==> src/rtl/imem_loader.sv <==
// imem_loader: streams 16-bit instruction words into a byte-wide instruction memory, big-endian, holding the CPU in reset meanwhile
//   clock, reset             rising-edge clock, asynchronous active-high reset
//   start, abort             1-cycle pulses: begin a load at BASE_ADDR / cancel and return to idle
//   in_valid, in_ready       word stream handshake; in_word high byte goes to even addr A, low byte to A+1
//   in_word, in_last         instruction word and final-word flag
//   mem_wr_en/addr/data      byte write port to the instruction memory (addr/data 0 when idle)
//   cpu_hold, busy           CPU reset hold / load in progress
//   done, error              sticky: image loaded / image overflowed DEPTH
//   word_count               words written in the current or last load
module imem_loader #(
    parameter int DEPTH     = 128,
    parameter int ADDR_W    = 16,
    parameter int BASE_ADDR = 0
) (
    input  logic              clock,
    input  logic              reset,
    input  logic              start,
    input  logic              abort,
    input  logic              in_valid,
    output logic              in_ready,
    input  logic [15:0]       in_word,
    input  logic              in_last,
    output logic              mem_wr_en,
    output logic [ADDR_W-1:0] mem_wr_addr,
    output logic [7:0]        mem_wr_data,
    output logic              cpu_hold,
    output logic              busy,
    output logic              done,
    output logic              error,
    output logic [ADDR_W-1:0] word_count
);
    typedef enum logic [2:0] {IDLE, WAIT_WORD, WR_HI, WR_LO, DONE, ERR} state_t;
    localparam logic [ADDR_W-1:0] BASE      = ADDR_W'(BASE_ADDR);
    localparam logic [ADDR_W-1:0] LAST_SLOT = ADDR_W'(DEPTH - 2);
    state_t            state, state_n;
    logic [ADDR_W-1:0] addr, addr_n, count_n;
    logic [15:0]       word, word_n;
    logic              last, last_n;
    assign in_ready = state == WAIT_WORD;
    always_comb begin
        state_n = state;
        addr_n  = addr;
        count_n = word_count;
        word_n  = word;
        last_n  = last;
        if (abort && state != IDLE)
            state_n = IDLE;
        else
            case (state)
                IDLE, DONE, ERR: if (start) begin
                    state_n = WAIT_WORD;
                    addr_n  = BASE;
                    count_n = '0;
                end
                WAIT_WORD: if (in_valid) begin
                    // a word arriving with memory full is still consumed, just never written
                    word_n  = in_word;
                    last_n  = in_last;
                    state_n = addr <= LAST_SLOT ? WR_HI : ERR;
                end
                WR_HI: state_n = WR_LO;
                WR_LO: begin
                    addr_n  = addr + ADDR_W'(2);
                    count_n = word_count + ADDR_W'(1);
                    state_n = last ? DONE : WAIT_WORD;
                end
                default: state_n = IDLE;
            endcase
    end
    // outputs are registered from the next state so the high byte appears the cycle after the handshake
    always_ff @(posedge clock or posedge reset) begin
        if (reset) begin
            state       <= IDLE;
            addr        <= BASE;
            word        <= '0;
            last        <= 1'b0;
            word_count  <= '0;
            mem_wr_en   <= 1'b0;
            mem_wr_addr <= '0;
            mem_wr_data <= '0;
            cpu_hold    <= 1'b0;
            busy        <= 1'b0;
            done        <= 1'b0;
            error       <= 1'b0;
        end else begin
            state       <= state_n;
            addr        <= addr_n;
            word        <= word_n;
            last        <= last_n;
            word_count  <= count_n;
            mem_wr_en   <= state_n == WR_HI || state_n == WR_LO;
            mem_wr_addr <= state_n == WR_HI ? addr : state_n == WR_LO ? addr + ADDR_W'(1) : '0;
            mem_wr_data <= state_n == WR_HI ? word_n[15:8] : state_n == WR_LO ? word_n[7:0] : '0;
            cpu_hold    <= state_n inside {WAIT_WORD, WR_HI, WR_LO};
            busy        <= state_n inside {WAIT_WORD, WR_HI, WR_LO};
            done        <= state_n == DONE;
            error       <= state_n == ERR;
        end
    end
endmodule

==> config.mk <==
export PLATFORM = sky130hd
export DESIGN_NAME = imem_loader
export DESIGN_NICKNAME = d
export VERILOG_FILES = /design/src/rtl/imem_loader.sv
export SDC_FILE = /design/constraint.sdc
export NUM_CORES = 1
export LEC_CHECK = 0
export ABC_AREA = 1
export CAP_MARGIN = 30
export CORE_ASPECT_RATIO = 0.75
export CORE_MARGIN = 5
export CORE_UTILIZATION = 57
export DETAILED_ROUTE_END_ITERATION = 12
export GPL_TIMING_DRIVEN = 0
export HOLD_SLACK_MARGIN = 0.15
export PLACE_DENSITY = 0.92
export SYNTH_ARGS = -nofsm -noshare
export SYNTH_HDL_FRONTEND = slang
export SYNTH_SLANG_ARGS = --single-unit
==> constraint.sdc <==
create_clock -name clock -period 6.6 [get_ports clock]
set_clock_uncertainty 0.15 [all_clocks]
set_input_delay 0.66 -clock clock [delete_from_list [all_inputs] [get_ports clock]]
set_output_delay 0.66 -clock clock [all_outputs]
set_load 0.005 [all_outputs]
==> impl_summary.log, run 1 <==
INFO  metric inserted_diodes = 0
INFO  metric worst_r2r_startpoint = addr[9]
INFO  metric root_buffer = sky130_fd_sc_hd__clkbuf_8
INFO  metric cts-buffers-inserted = 9
INFO  metric row_count = 25
INFO  metric pin_count = 68
INFO  metric avgViaCountPerCell = 5.67
INFO  metric gr-total-overflow = 0
INFO  metric via_count = between 3000 and 4000
INFO  metric slew_headroom = 67.4%
INFO  metric drive_gt1_share = under 10%
INFO  metric dp.cells = 621
INFO  metric floorplan.initialDensity = 59.4%
INFO  metric status = complete, no violations
INFO  metric detail_route.drc_violations = 0
INFO  metric placeable_core_region = between 6000 and 7000 sq um
INFO  metric detail-route-antenna-nets = 0
INFO  metric grtUsageTotal = 24.7%
INFO  metric tns = 0 ns
INFO  metric synth-seq-cells = 79
INFO  metric timing_worst_slew_pin_value = 0.490 ns
INFO  metric holdPathStages = 2
INFO  metric synth_enable_flop_cells = 0
INFO  metric globalplace.congestion = roughly 0.99
INFO  metric global_route_wire_length_before_repair = approximately 16000 microns
INFO  metric timing.final.hold_violations = 0
INFO  metric rsz0062_at_grt = no
INFO  metric postCtsHoldBufs = 0
INFO  metric timing.final.crit_share = 37.4%
INFO  metric die_area = around 8400 sq um
INFO  metric final-instance-count-excl-fill = 637
INFO  metric power.density_cell_area = between 300 and 400 nW/um^2
INFO  metric slew_viol_final = 0
INFO  metric post_cts.resized_instances = 0
INFO  metric synth_cell_type_count = 30
INFO  metric tritoncts_num_sinks = 79
INFO  metric detailed_place_hpwl = approximately 7000 microns
INFO  metric setup_viol = 0
INFO  metric setup.worst_path.class = register to output port
INFO  metric drt_wl_total = 9710 microns
INFO  metric syn_inst = between 400 and 500
INFO  metric drv.max_cap_violation_count = 0
INFO  metric globalRoute.busiestLayer = met2
INFO  metric synth_common_cells = 131 x sky130_fd_sc_hd__nand2_1, 79 x sky130_fd_sc_hd__dfrtp_1, 66 x sky130_fd_sc_hd__nor2_1
INFO  metric grt_use_met1 = between 30% and 40%
INFO  metric critPathLaunch = state[1]
INFO  metric hold_path_end = word[12]
INFO  metric post-cts-setup-buffer-count = 0
INFO  metric cp_data_required_time = 5.79 ns
INFO  metric fraction_of_registers_with_async_set_or_reset_after_synthesis = 100%
INFO  metric die_w = 104 microns
INFO  metric number_of_nets_in_the_layout = 575
INFO  metric global_route.usage.met2 = 38.5%
INFO  metric synth_most_common_cell = sky130_fd_sc_hd__nand2_1
INFO  metric crit_path_start_kind = register
INFO  metric arrival = between 1.5 and 2 ns
INFO  metric hold_path_start = word[12]
INFO  metric leakagePower = 2.20 nW
INFO  metric syn2layout_area_growth = 26.5%
INFO  metric final.min_clock_period = 2.47 ns
INFO  metric mappedNetlistArea = 3790 sq um
INFO  metric initial_antenna_violation_count = 0
INFO  metric critical_path.reg2reg.endpoint = mem_wr_addr[5]
INFO  metric syn_nets = 496
INFO  metric power.ir.vdd_worst = 212 uV
INFO  metric min-delay-path-class = register to register
INFO  metric ff2ff_path_depth = 8
INFO  metric yosys_most_used_dff = sky130_fd_sc_hd__dfrtp_1
INFO  metric worst-path-max-fanout = 5
INFO  metric grt.met3_usage = around 6%
INFO  metric cts_tree = yes
INFO  metric post_synth.cell_area_avg = 8.02 sq um
INFO  metric endpoint_kind = output port
INFO  metric synthDominantAreaCellType = sky130_fd_sc_hd__dfrtp_1
INFO  metric io_buffer_count = 67
INFO  metric yosysWarningCount = 0
INFO  metric cts_buffer_depth = 2
INFO  metric grt_start_max_net_pins = 48
INFO  metric number_of_global_route_vias_before_repair = between 3000 and 4000
INFO  metric drt-wirelength-per-cell = 15.2 microns
INFO  metric fmax = 405 MHz
INFO  metric synth_top_area_share = between 50 and 60%
INFO  metric clk-insertion-delay-late = 0.36 ns
INFO  metric dr.pass1.iters = 6
INFO  metric clock_tree.htree_level_count = 3
INFO  metric cts.reportedPaths.clkPinSlew = 0.08 ns
INFO  metric cell_types_with_the_largest_area_share_after_synthesis = sky130_fd_sc_hd__dfrtp_1 52%, sky130_fd_sc_hd__nand2_1 13%, sky130_fd_sc_hd__nor2_1 6.5%
INFO  metric worst-r2r-setup-slack = 4.64 ns
INFO  metric drt_iter0_drc = 288
INFO  metric die_height = 80.6 microns
INFO  metric synth_sequential_area_ratio = 52.2%
[worst max-delay path by stage]
stage               slack (ns)        endpoint  cells past startpoint
floorplan                 3.77        addr[10]                      1
global placement          2.59   word_count[8]                      2
detailed placement        4.03  mem_wr_data[7]                      8
CTS                       4.12        in_ready                      4
global route              4.05        in_ready                      4
finish                    4.13        in_ready                      4
[report_power, final]
| part | switching (mW) | internal, mW | leakage, nW | total [mW] |
|---|---|---|---|---|
| Combinational | 0.420 | 0.228 | 1.03 | 0.648 |
| Sequential | 0.0532 | 0.583 | 1.07 | 0.636 |
| Clock | 0.178 | 0.187 | 0.0968 | 0.365 |
| Total | 0.651 | 0.998 | 2.20 | 1.65 |
[cell type report]
type,count,area (sq um)
Sequential cell,79,1980
Fill cell,469,1590
Multi-Input combinational cell,336,1570
Timing Repair Buffer,68,698
Inverter,45,171
Clock buffer,12,145
Tap cell,81,101
Buffer,12,73.8
Clock inverter,4,55.1
[layer usage]
layer	up-vias	part of all wire (%)
met5	-	0
met4	0	2.4
met3	30	9.8
met2	201	45
met1	1676	43
li1	1704	-
[through the flow]
| stage | hold WS [ns] | area, sq um | worst slack [ns] | utilization [%] | power (mW) |
|---|---|---|---|---|---|
| floorplan | 0.295 | 3790 | 3.77 | - | 1.02 |
| global placement | 0.309 | 4560 | 2.59 | 71.5 | 1.26 |
| detailed placement | 0.312 | 4590 | 4.03 | 71.9 | 1.28 |
| CTS | 0.334 | 4790 | 4.12 | 75.1 | 1.65 |
| global route | 0.364 | 4790 | 4.05 | 75.1 | 1.75 |
| finish | 0.336 | 4790 | 4.13 | 75.1 | 1.65 |
[sequential cells by signal, summed over array words and instances, names as in the netlist]
register     flops
error            1
word            16
mem_wr_en        1
done             1
mem_wr_data      8
word_count      16
state            3
mem_wr_addr     16
busy             1
addr            15
last             1
[cells in the final DEF (no fill, tap or decap), drive strengths merged]
cell type	Yosys	final
nand4	34	34
clkbuf	0	12
nand3b	1	1
bufinv	0	1
clkinv	2	4
nand2	135	135
nor2	69	69
nor3	1	1
or2	1	1
buf	12	13
clkinvlp	0	1
o21bai	3	3
ha	2	2
o31ai	2	2
a22o	1	1
and2	1	1
dfrtp	79	79
clkdlybuf4s50	0	67
xor2	2	2
inv	43	43
nand3	45	45
o21ai	27	27
a21oi	12	12
[cell families (layout without fill, tap and decap cells)]
| kind of cell | count (synthesis) | count (layout) | synth area share, % |
|---|---|---|---|
| adders and majority gates | 2 | 2 | 0.661 |
| and+or+nand+nor | 287 | 287 | 33.6 |
| AOI/OAI and AO/OA | 45 | 45 | 6.67 |
| buffers and inverters | 57 | 141 | 6.41 |
| DFF | 79 | 79 | 52.2 |
| xor gates and xnor gates | 2 | 2 | 0.463 |
[critical path, stage by stage, from the launching register on]
cell and delay [ns]:
sky130_fd_sc_hd__dfrtp_1 0.43, sky130_fd_sc_hd__inv_2 0.12, sky130_fd_sc_hd__nand3_1 0.12, sky130_fd_sc_hd__inv_1 0.13, sky130_fd_sc_hd__clkdlybuf4s50_1 0.51
No activity file was read; power rests on OpenSTA's default activity.
==> run 2, diff against run 1 <==
Settings changed: CORE_UTILIZATION 57 to 47, PLACE_DENSITY 0.92 to 0.81.
Clock period 6.6 ns to 2 ns, I/O delays scaled along.
==> impl_summary.log, run 2 (synthesis gave the netlist of run 1 again) <==
INFO  metric worst-path-max-fanout = 5
INFO  metric timing.final.crit_share = a little over nine tenths
INFO  metric worstPathBufferInverterCount = 3
INFO  metric inserted_diodes = 0
INFO  metric number_of_nets_in_the_layout = 579
INFO  metric timing_worst_slew_pin_value = 0.506 ns
INFO  metric detail-route-antenna-nets = 0
INFO  metric slew_headroom = 66.2%
INFO  metric globalplace.congestion = a little under 0.9
INFO  metric final-instance-count-excl-fill = roughly 670
INFO  metric cts-buffers-inserted = 9
INFO  metric leakagePower = ~2.2 nW
INFO  metric endpoint_kind = output port
INFO  metric placeable_core_region = 7880 sq um
INFO  metric die_area = 9970 sq um
INFO  metric detailed_place_hpwl = around 7300 microns
INFO  metric pin_count = 68
INFO  metric cp_data_required_time = between 1.5 and 2 ns
INFO  metric worst_slack = 0.0510 ns
INFO  metric power.ir.vdd_worst = approximately 600 uV
INFO  metric cts_buffer_depth = 2
INFO  metric cts.reportedPaths.clkPinSlew = 0.08 ns
INFO  metric total_power_consumption_of_the_routed_design = 5.54 mW
INFO  metric slowest_stage_cell_cp = sky130_fd_sc_hd__clkdlybuf4s50_1
INFO  metric setup.worst_path.class = register to output port
INFO  metric syn2layout_area_growth = 28.8%
INFO  metric grtUsageTotal = between 20% and 30%
INFO  metric row_count = 28
INFO  metric slew_viol_final = 0
INFO  metric root_buffer = sky130_fd_sc_hd__clkbuf_8
INFO  metric drt_iter0_drc = 332
INFO  metric tritoncts_num_sinks = roughly 80
INFO  metric final.min_clock_period = 1.95 ns
INFO  metric gr-total-overflow = 0
INFO  metric drt_wl_total = 10200 microns
INFO  metric globalRoute.busiestLayer = met2
INFO  metric critical-path-top-delay-family = buffers and inverters
INFO  metric most-common-layout-cells = 130 x sky130_fd_sc_hd__nand2_1, 79 x sky130_fd_sc_hd__dfrtp_1, 67 x sky130_fd_sc_hd__clkdlybuf4s50_1
INFO  metric grt.met3_usage = approximately 4.6%
INFO  metric clock_tree.htree_level_count = 3
INFO  metric status = complete, no violations
INFO  metric mostFrequentLayoutCell = sky130_fd_sc_hd__nand2_1
INFO  metric finish.utilization = 61.9%
INFO  metric power.density_cell_area = between 1000 and 1500 nW/um^2
INFO  metric min-delay-path-class = input port to register
INFO  metric cts_tree = yes
INFO  metric clk-insertion-delay-late = 0.36 ns
INFO  metric arrival = between 1.5 and 2 ns
INFO  metric dp.cells = 646
INFO  metric timing.final.hold_violations = 0
INFO  metric cp_common_cell = sky130_fd_sc_hd__inv_2
INFO  metric detail_route.drc_violations = 0
INFO  metric io_buffer_count = 67
INFO  metric initial_antenna_violation_count = 0
INFO  metric drv.max_cap_violation_count = 0
INFO  metric number_of_global_route_vias_before_repair = 3577
INFO  metric pre_cts_slack = -0.185 ns
INFO  metric dr.pass1.iters = 5
INFO  metric floorplan.initialDensity = 48.0%
INFO  metric global_route_wire_length_before_repair = 16900 microns
INFO  metric tns = 0 ns
INFO  metric via_count = 3604
INFO  metric timing.critical_path.cells = inv_2 > nand3_2 > inv_2 > clkdlybuf4s50_1
INFO  metric die_w = 114 microns
INFO  metric fmax = ~500 MHz
INFO  metric grt_start_max_net_pins = 35
INFO  metric avgViaCountPerCell = about 5.4
INFO  metric drive_gt1_share = about 9.6%
INFO  metric die_height = between 80 and 90 microns
INFO  metric global_route.usage.met2 = 34.6%
INFO  metric crit_path_start_kind = register
INFO  metric setup_viol = 0
INFO  metric slowest_delay = roughly 0.5 ns
INFO  metric largest_registers = mem_wr_addr x16, word x16, word_count x16
INFO  metric grt_use_met1 = 29.3%
INFO  metric drt-wirelength-per-cell = 15.3 microns
## run 2: report_power, final
part | total, mW | internal [mW] | leakage (nW) | switching (mW)
Clock | 1.21 | 0.583 | 0.0927 | 0.623
Combinational | 2.24 | 0.801 | 1.05 | 1.44
Sequential | 2.10 | 1.92 | 1.07 | 0.175
Total | 5.54 | 3.31 | 2.21 | 2.24
## run 2: final timing paths
kind                       startpoint              end  slack [ns]  cells after the start
max                          state[1]         in_ready        0.05                      4
min reg2reg                  word[14]         word[14]        0.33                      2
min in group asynchronous       reset  mem_wr_addr[14]        0.57                      3
max reg2reg                  state[0]    word_count[2]        0.09                      7
min                        in_word[8]          word[8]        0.24                      3
max in group asynchronous       reset         state[0]        0.40                      5
## run 2: cell type report
class                      count  area, sq um
tap                          105          131
sequential                    79         1980
fill                         663         3000
multi-input combinational    336         1590
buffer                        12         78.8
clock inverter                 6         71.3
timing repair buffer          72          736
clock buffer                  10          128
inverter                      45          173
## run 2: worst reg2reg max path, delay by kind of cell, from the launching register on
| family | cells | cell delay (ns) |
|---|---|---|
| buffers and inverters | 2 | 0.39 |
| DFF | 1 | 0.46 |
| AOI/OAI and AO/OA | 2 | 0.39 |
| and+or+nand+nor | 3 | 0.40 |
## run 2: repair_timing
| item | 4_1_cts | 5_1_grt |
|---|---|---|
| hold buffers | 1 | 0 |
| resized for setup | 2 | 5 |
| buffers inserted | 1 | 1 |
| hold endpoints to repair | 16 | 0 |
| endpoints found under the setup margin | 1 | 41 |
## run 2: stage by stage
| step | hold slack, ns | instance area [sq um] |
|---|---|---|
| final | 0.245 | 4880 |
| after global routing | 0.252 | 4880 |
| after CTS | 0.237 | 4850 |
| after detailed placement | 0.312 | 4630 |
| after global placement | 0.310 | 4590 |
| after floorplan | 0.171 | 3790 |
## run 2: routing by layer
metal | wire length (microns) | vias to the layer above
met1 | 4600 | 1727
met2 | 4760 | 151
met4 | 85 | 0
met3 | 715 | 10
li1 | - | 1716
met5 | 0 | -
